`src/rtl/bsg_nasti_resp_sched_if.sv`:
```
// Bundle of the three beat streams handled by the response scheduler:
//   R channel    : r_v_i / r_data_i / r_last_i in, r_yumi_o out
//   B channel    : b_v_i / b_data_i in, b_yumi_o out
//   resp channel : resp_v_o / resp_data_o out, resp_yumi_i in
// The slave modport is the scheduler's view; master is the surrounding logic.
interface bsg_nasti_resp_sched_if #(
   parameter int width_p = 64
);
   logic               r_v_i;
   logic [width_p-1:0] r_data_i;
   logic               r_last_i;
   logic               r_yumi_o;
   logic               b_v_i;
   logic [width_p-1:0] b_data_i;
   logic               b_yumi_o;
   logic               resp_v_o;
   logic [width_p+1:0] resp_data_o;
   logic               resp_yumi_i;

   modport slave (
      input  r_v_i, r_data_i, r_last_i,
      output r_yumi_o,
      input  b_v_i, b_data_i,
      output b_yumi_o,
      output resp_v_o, resp_data_o,
      input  resp_yumi_i
   );

   modport master (
      output r_v_i, r_data_i, r_last_i,
      input  r_yumi_o,
      output b_v_i, b_data_i,
      input  b_yumi_o,
      input  resp_v_o, resp_data_o,
      output resp_yumi_i
   );
endinterface

```
`src/rtl/bsg_nasti_resp_sched.sv`:
```
// Merges NASTI R (read data) and B (write response) beats onto one registered
// response stream. R bursts are atomic; between packets arbitration is
// round-robin. A sticky error flags R bursts longer than max_beats_p.
// Ports:
//   clk_i      : clock
//   reset_n_i  : asynchronous active-low reset
//   bus        : R / B / resp beat streams (slave modport)
//   err_o      : sticky over-length R burst flag
// resp_data_o = {src (1=R,0=B), last (always 1 for B), payload}.
module bsg_nasti_resp_sched #(
   parameter int width_p     = 64,
   parameter int max_beats_p = 8
) (
   input  logic                        clk_i,
   input  logic                        reset_n_i,
   bsg_nasti_resp_sched_if.slave       bus,
   output logic                        err_o
);

   localparam int CNT_W = $clog2(max_beats_p + 1);

   typedef enum logic {
      IDLE   = 1'b0,
      R_LOCK = 1'b1
   } state_e;

   state_e             state_q, state_d;
   logic               pri_r_q, pri_r_d;
   logic [CNT_W-1:0]   cnt_q, cnt_d;
   logic               err_q, err_d;
   logic               resp_v_q, resp_v_d;
   logic [width_p+1:0] resp_data_q, resp_data_d;
   logic               ld;
   logic               grant_r, grant_b;

   always_comb begin
      ld          = ~resp_v_q | bus.resp_yumi_i;
      grant_r     = 1'b0;
      grant_b     = 1'b0;
      state_d     = state_q;
      pri_r_d     = pri_r_q;
      cnt_d       = cnt_q;
      err_d       = err_q;
      resp_v_d    = resp_v_q;
      resp_data_d = resp_data_q;

      // Grants only when the output register can take a beat; while locked
      // on an R burst, B is held off even if R has nothing to offer.
      if (ld) begin
         if (state_q == R_LOCK) begin
            grant_r = bus.r_v_i;
         end else if (bus.r_v_i && bus.b_v_i) begin
            grant_r = pri_r_q;
            grant_b = ~pri_r_q;
         end else begin
            grant_r = bus.r_v_i;
            grant_b = bus.b_v_i;
         end
      end

      if (grant_r) begin
         resp_v_d    = 1'b1;
         resp_data_d = {1'b1, bus.r_last_i, bus.r_data_i};
         if (bus.r_last_i) begin
            state_d = IDLE;
            pri_r_d = 1'b0;
            cnt_d   = '0;
         end else begin
            state_d = R_LOCK;
            // cnt_q counts beats already taken, so this beat is number
            // cnt_q+1; reaching max_beats_p without last means over-length.
            if (cnt_q == CNT_W'(max_beats_p - 1)) begin
               err_d = 1'b1;
            end
            if (cnt_q != CNT_W'(max_beats_p)) begin
               cnt_d = cnt_q + 1'b1;
            end
         end
      end else if (grant_b) begin
         resp_v_d    = 1'b1;
         resp_data_d = {1'b0, 1'b1, bus.b_data_i};
         pri_r_d     = 1'b1;
      end else if (bus.resp_yumi_i) begin
         resp_v_d = 1'b0;
      end
   end

   always_ff @(posedge clk_i or negedge reset_n_i) begin
      if (!reset_n_i) begin
         state_q     <= IDLE;
         pri_r_q     <= 1'b1;
         cnt_q       <= '0;
         err_q       <= 1'b0;
         resp_v_q    <= 1'b0;
         resp_data_q <= '0;
      end else begin
         state_q     <= state_d;
         pri_r_q     <= pri_r_d;
         cnt_q       <= cnt_d;
         err_q       <= err_d;
         resp_v_q    <= resp_v_d;
         resp_data_q <= resp_data_d;
      end
   end

   assign bus.r_yumi_o    = grant_r;
   assign bus.b_yumi_o    = grant_b;
   assign bus.resp_v_o    = resp_v_q;
   assign bus.resp_data_o = resp_data_q;
   assign err_o           = err_q;

endmodule

```
`src/flat_wrapper.sv`:
```
// flat-port wrapper written by rule: the top's interface ports become plain ports
module bsg_nasti_resp_sched_flat 
#(
   parameter int width_p     = 64,
   parameter int max_beats_p = 8
)
  (clk_i, reset_n_i, err_o, bus_r_v_i, bus_r_data_i, bus_r_last_i, bus_r_yumi_o, bus_b_v_i, bus_b_data_i, bus_b_yumi_o, bus_resp_v_o, bus_resp_data_o, bus_resp_yumi_i);
  bsg_nasti_resp_sched_if #(.width_p(width_p)) bus_i ();
  input  logic clk_i;
  input  logic reset_n_i;
  output logic err_o;
  input wire logic [$bits(bus_i.r_v_i)-1:0] bus_r_v_i;
  input wire logic [$bits(bus_i.r_data_i)-1:0] bus_r_data_i;
  input wire logic [$bits(bus_i.r_last_i)-1:0] bus_r_last_i;
  output wire logic [$bits(bus_i.r_yumi_o)-1:0] bus_r_yumi_o;
  input wire logic [$bits(bus_i.b_v_i)-1:0] bus_b_v_i;
  input wire logic [$bits(bus_i.b_data_i)-1:0] bus_b_data_i;
  output wire logic [$bits(bus_i.b_yumi_o)-1:0] bus_b_yumi_o;
  output wire logic [$bits(bus_i.resp_v_o)-1:0] bus_resp_v_o;
  output wire logic [$bits(bus_i.resp_data_o)-1:0] bus_resp_data_o;
  input wire logic [$bits(bus_i.resp_yumi_i)-1:0] bus_resp_yumi_i;
  assign bus_i.r_v_i = bus_r_v_i;
  assign bus_i.r_data_i = bus_r_data_i;
  assign bus_i.r_last_i = bus_r_last_i;
  assign bus_r_yumi_o = bus_i.r_yumi_o;
  assign bus_i.b_v_i = bus_b_v_i;
  assign bus_i.b_data_i = bus_b_data_i;
  assign bus_b_yumi_o = bus_i.b_yumi_o;
  assign bus_resp_v_o = bus_i.resp_v_o;
  assign bus_resp_data_o = bus_i.resp_data_o;
  assign bus_i.resp_yumi_i = bus_resp_yumi_i;
  bsg_nasti_resp_sched #(.width_p(width_p), .max_beats_p(max_beats_p)) u_core (.clk_i(clk_i), .reset_n_i(reset_n_i), .bus(bus_i), .err_o(err_o));
endmodule
```
`config.mk`:
```
export PLATFORM = sky130hd
export DESIGN_NAME = bsg_nasti_resp_sched_flat
export DESIGN_NICKNAME = d
export VERILOG_FILES = /design/src/rtl/bsg_nasti_resp_sched_if.sv /design/src/rtl/bsg_nasti_resp_sched.sv /design/src/flat_wrapper.sv
export SDC_FILE = /design/constraint.sdc
export NUM_CORES = 1
export LEC_CHECK = 0
export CORE_UTILIZATION = 40
export CTS_CLUSTER_DIAMETER = 50
export DETAILED_ROUTE_END_ITERATION = 6
export GPL_TIMING_DRIVEN = 0
export PLACE_DENSITY = 0.89
export SKIP_LAST_GASP = 1
export SYNTH_ARGS = -nofsm -noshare
export SYNTH_HDL_FRONTEND = slang
export SYNTH_SLANG_ARGS = --single-unit
```
`constraint.sdc`:
```
create_clock -name clk_i -period 4.1 [get_ports clk_i]
set_input_delay 0.615 -clock clk_i [delete_from_list [all_inputs] [get_ports clk_i]]
set_output_delay 0.615 -clock clk_i [all_outputs]
set_load 0.02 [all_outputs]
```
==> results.toml <==
[drt]
dr_total_vias = 3489
viasPerCell = 5.78
dr.first_iter.drc_count = 135
wl_per_cell_microns = 19.8
wl_mm = 11.9
drc = 0
antenna_left = 0
drtPass1Iterations = 4

[floorplan]
initial_core_util_pct = 42.1
io_pins = 204
design.core.area_sq_mm = 0.00838
die_w_microns = 96.0
die_y_microns = 96.0
row_count = 33
die-area_sq_mm = 0.00921

[global_routing]
grt_usage_pct = 25.7
grt_max_degree = 75
grt_first_pass_wirelength_mm = 18.0
antenna_found_initial = 0
overflow = 0
grt_pass1_vias = 3587

[status]
status = "finished clean"

[synth]
synth_top_cell_area_share_pct = 51.7
async_reset_ff_share_pct = 100
synth_area_leaders = "dfrtp_1, a221o_1, and4_1"
synthFlopType = "dfrtp_1"
syn_area_sq_mm = 0.00353
ys_warn_count = 0
synth.largest_area_cell = "dfrtp_1"
synth.distinct_cells = 31
synth_edf_count = 0
syn_inst = 281
seq_area_frac_synth_pct = 52.5
synth_fp_nets = 417
synth_seq_cells = 74
syn_avg_cell_area_sq_um = 12.6

[timing]
finalSetupTns_ns = 0
final-setup-viol-count = 0
period_needed_ns = 3.53
fmax_mhz = 284
hold_viol_final = 0
clock_skew_ns = 0.0118
rsz0062_at_grt = "no"
slew_headroom_pct = 37.8
drv_slew = 0
finalCritPeriodShare_pct = 86.0
worst_pin_slew_ns = 0.934

[power]
peakVddDrop_mv = 0.248
internal_power_w = 0.00188
switchingPower_w = 0.000999
power.leakage_nw = 2.46
totalPowerFinal_w = 0.00288
seq_power_share_pct = 36.8
clkPwrFrac_pct = 19.9
combPwrFrac_pct = 43.3
swShare_pct = 34.7
power_density_mw_per_mm2 = 489

[clock_network]
cts_resized = 0
cts_setup_buffers = 0
htreeDepth = 3
clkTransAtPathRegs_ns = 0.09
cts_sinks = 74
numCtsBuffers = 9
cts-root-buf = "clkbuf_8"
insertion_delay_ns = 0.33
cts_tree = "built"
hold_buffers = 0
cts.path.max_buffers = 2

[min_path]
hold_class = "input port to async pin"

[final_layout]
fin_nets = 630
drive_gt1_share_pct = 7.21
antenna_cells = 0
area_delta_synth_final_pct = 66.6

[critical_path]
start_kind = "input port"
required_ns = 3.48
path_max_fanout = 10
crit_type = "input port to primary output"
arrival_ns = 2.91
critPathCaptureType = "primary output"

[placement]
dp_hpwl_mm = 8.82
gp_congestion = 0.844
portBuffers = 202

[flow_run]
maxCapViolCount = 0
==> sequential cells by signal (all words and copies together) (netlist names) <==
| signal | count |
|---|---|
| u_core.bus.resp_v_o | 1 |
| u_core.state_q | 1 |
| u_core.cnt_q | 4 |
| u_core.pri_r_q | 1 |
| u_core.err_o | 1 |
| u_core.bus.resp_data_o | 66 |
==> cells in the mapped netlist (2+ instances only) <==
master     number
o2111ai_1       2
and3_1          2
nand2_1         5
a22o_1          2
nor2b_1         3
and4_1         66
buf_2           7
dfrtp_1        73
ha_1            2
clkbuf_1       24
a221o_1        64
inv_1           6
buf_6           7
==> power groups by stage <==
stage / Combinational, W / Clock, W / Sequential [W]
after floorplan: 0.000382 / 0 / 0.00128
after global placement: 0.00122 / 0 / 0.00106
after detailed placement: 0.00124 / 0 / 0.00107
after CTS: 0.00125 / 0.000586 / 0.00106
after global routing: 0.00132 / 0.000617 / 0.00108
final: 0.00124 / 0.000574 / 0.00106
==> layout by cell type, fill, tap and decap left out, drive strengths merged <==
| master | Yosys | routed |
|---|---|---|
| clkinv | 0 | 3 |
| nand3 | 1 | 1 |
| and4 | 66 | 66 |
| a221o | 64 | 64 |
| dfstp | 1 | 1 |
| a32o | 1 | 1 |
| or3b | 1 | 1 |
| clkdlybuf4s50 | 0 | 201 |
| a211o | 1 | 1 |
| nor3 | 1 | 1 |
| nand4 | 1 | 1 |
| nand3b | 1 | 1 |
| ha | 2 | 2 |
| a22o | 2 | 2 |
| nor2 | 1 | 1 |
| dfrtp | 73 | 73 |
| mux2 | 1 | 1 |
| buf | 14 | 15 |
| a21o | 1 | 1 |
| a21oi | 1 | 1 |
| a31o | 1 | 1 |
| nand2 | 5 | 5 |
| nand2b | 1 | 1 |
| clkinvlp | 0 | 1 |
| o2111ai | 2 | 2 |
| and3 | 2 | 2 |
| o21ai | 1 | 1 |
| bufinv | 0 | 1 |
| a22oi | 1 | 1 |
| clkbuf | 24 | 34 |
| nor2b | 3 | 3 |
| a31oi | 1 | 1 |
| inv | 7 | 8 |
==> area by class of cell <==
| type | instances | area [sq um] |
|---|---|---|
| inverters | 7 | 28.8 |
| well taps | 105 | 131 |
| plain buffers | 38 | 204 |
| flip-flops and latches | 74 | 1850 |
| multi-input cells | 162 | 1450 |
| clock inverters | 6 | 65.1 |
| clock buffers | 10 | 138 |
| repair buffers | 202 | 2020 |
| fillers | 631 | 2500 |
==> critical path, stage by stage <==
cell	delay [ns]
clkdlybuf4s50_1	0.46
nor2b_1	0.18
clkbuf_1	0.42
clkbuf_1	0.34
and3_1	0.26
clkdlybuf4s50_1	0.63
==> through the flow <==
stage,util (%),cell area [sq um],setup slack [ns],hold WS (ns),std cells
final,70.2,5890,0.574,0.414,604
after global routing,70.2,5890,0.388,0.472,604
after CTS,70.2,5890,0.557,0.436,604
after detailed placement,67.8,5680,0.564,0.488,588
after global placement,67.8,5690,-0.0489,0.480,588
after floorplan,-,3530,1.88,0.319,281
==> final timing paths <==
path                                          start                          to  slack (ns)  cells after the start
worst max-delay path                      bus_b_v_i                bus_b_yumi_o        0.57                      6
worst min-delay path                      reset_n_i  u_core.bus.resp_data_o[58]        0.41                      1
worst max register to register  u_core.bus.resp_v_o             u_core.cnt_q[0]        2.29                      5
worst min register to register         u_core.err_o                u_core.err_o        0.51                      1
max in group asynchronous                 reset_n_i  u_core.bus.resp_data_o[51]        3.08                      1
min in group clk_i                     u_core.err_o                u_core.err_o        0.51                      1
==> cells by family (layout without fill, tap and decap cells) <==
| kind of cell | Yosys count | after routing | synth area share (%) |
|---|---|---|---|
| flops | 74 | 74 | 52.5 |
| simple gates | 83 | 83 | 19.1 |
| mux | 1 | 1 | 0.319 |
| fa+ha+maj | 2 | 2 | 0.708 |
| buf+inv | 45 | 263 | 6.59 |
| compound gates | 76 | 76 | 20.8 |
==> layer usage <==
| metal | share of wire [%] | track usage (%) | vias to the layer above |
|---|---|---|---|
| met5 | 0 | 0 | - |
| met4 | 1.4 | 7.96 | 0 |
| met3 | 6.8 | 5.21 | 18 |
| met2 | 51 | 45.9 | 155 |
| met1 | 40 | 31.2 | 1709 |
| li1 | - | - | 1607 |
No activity file was read; power rests on OpenSTA's default activity.
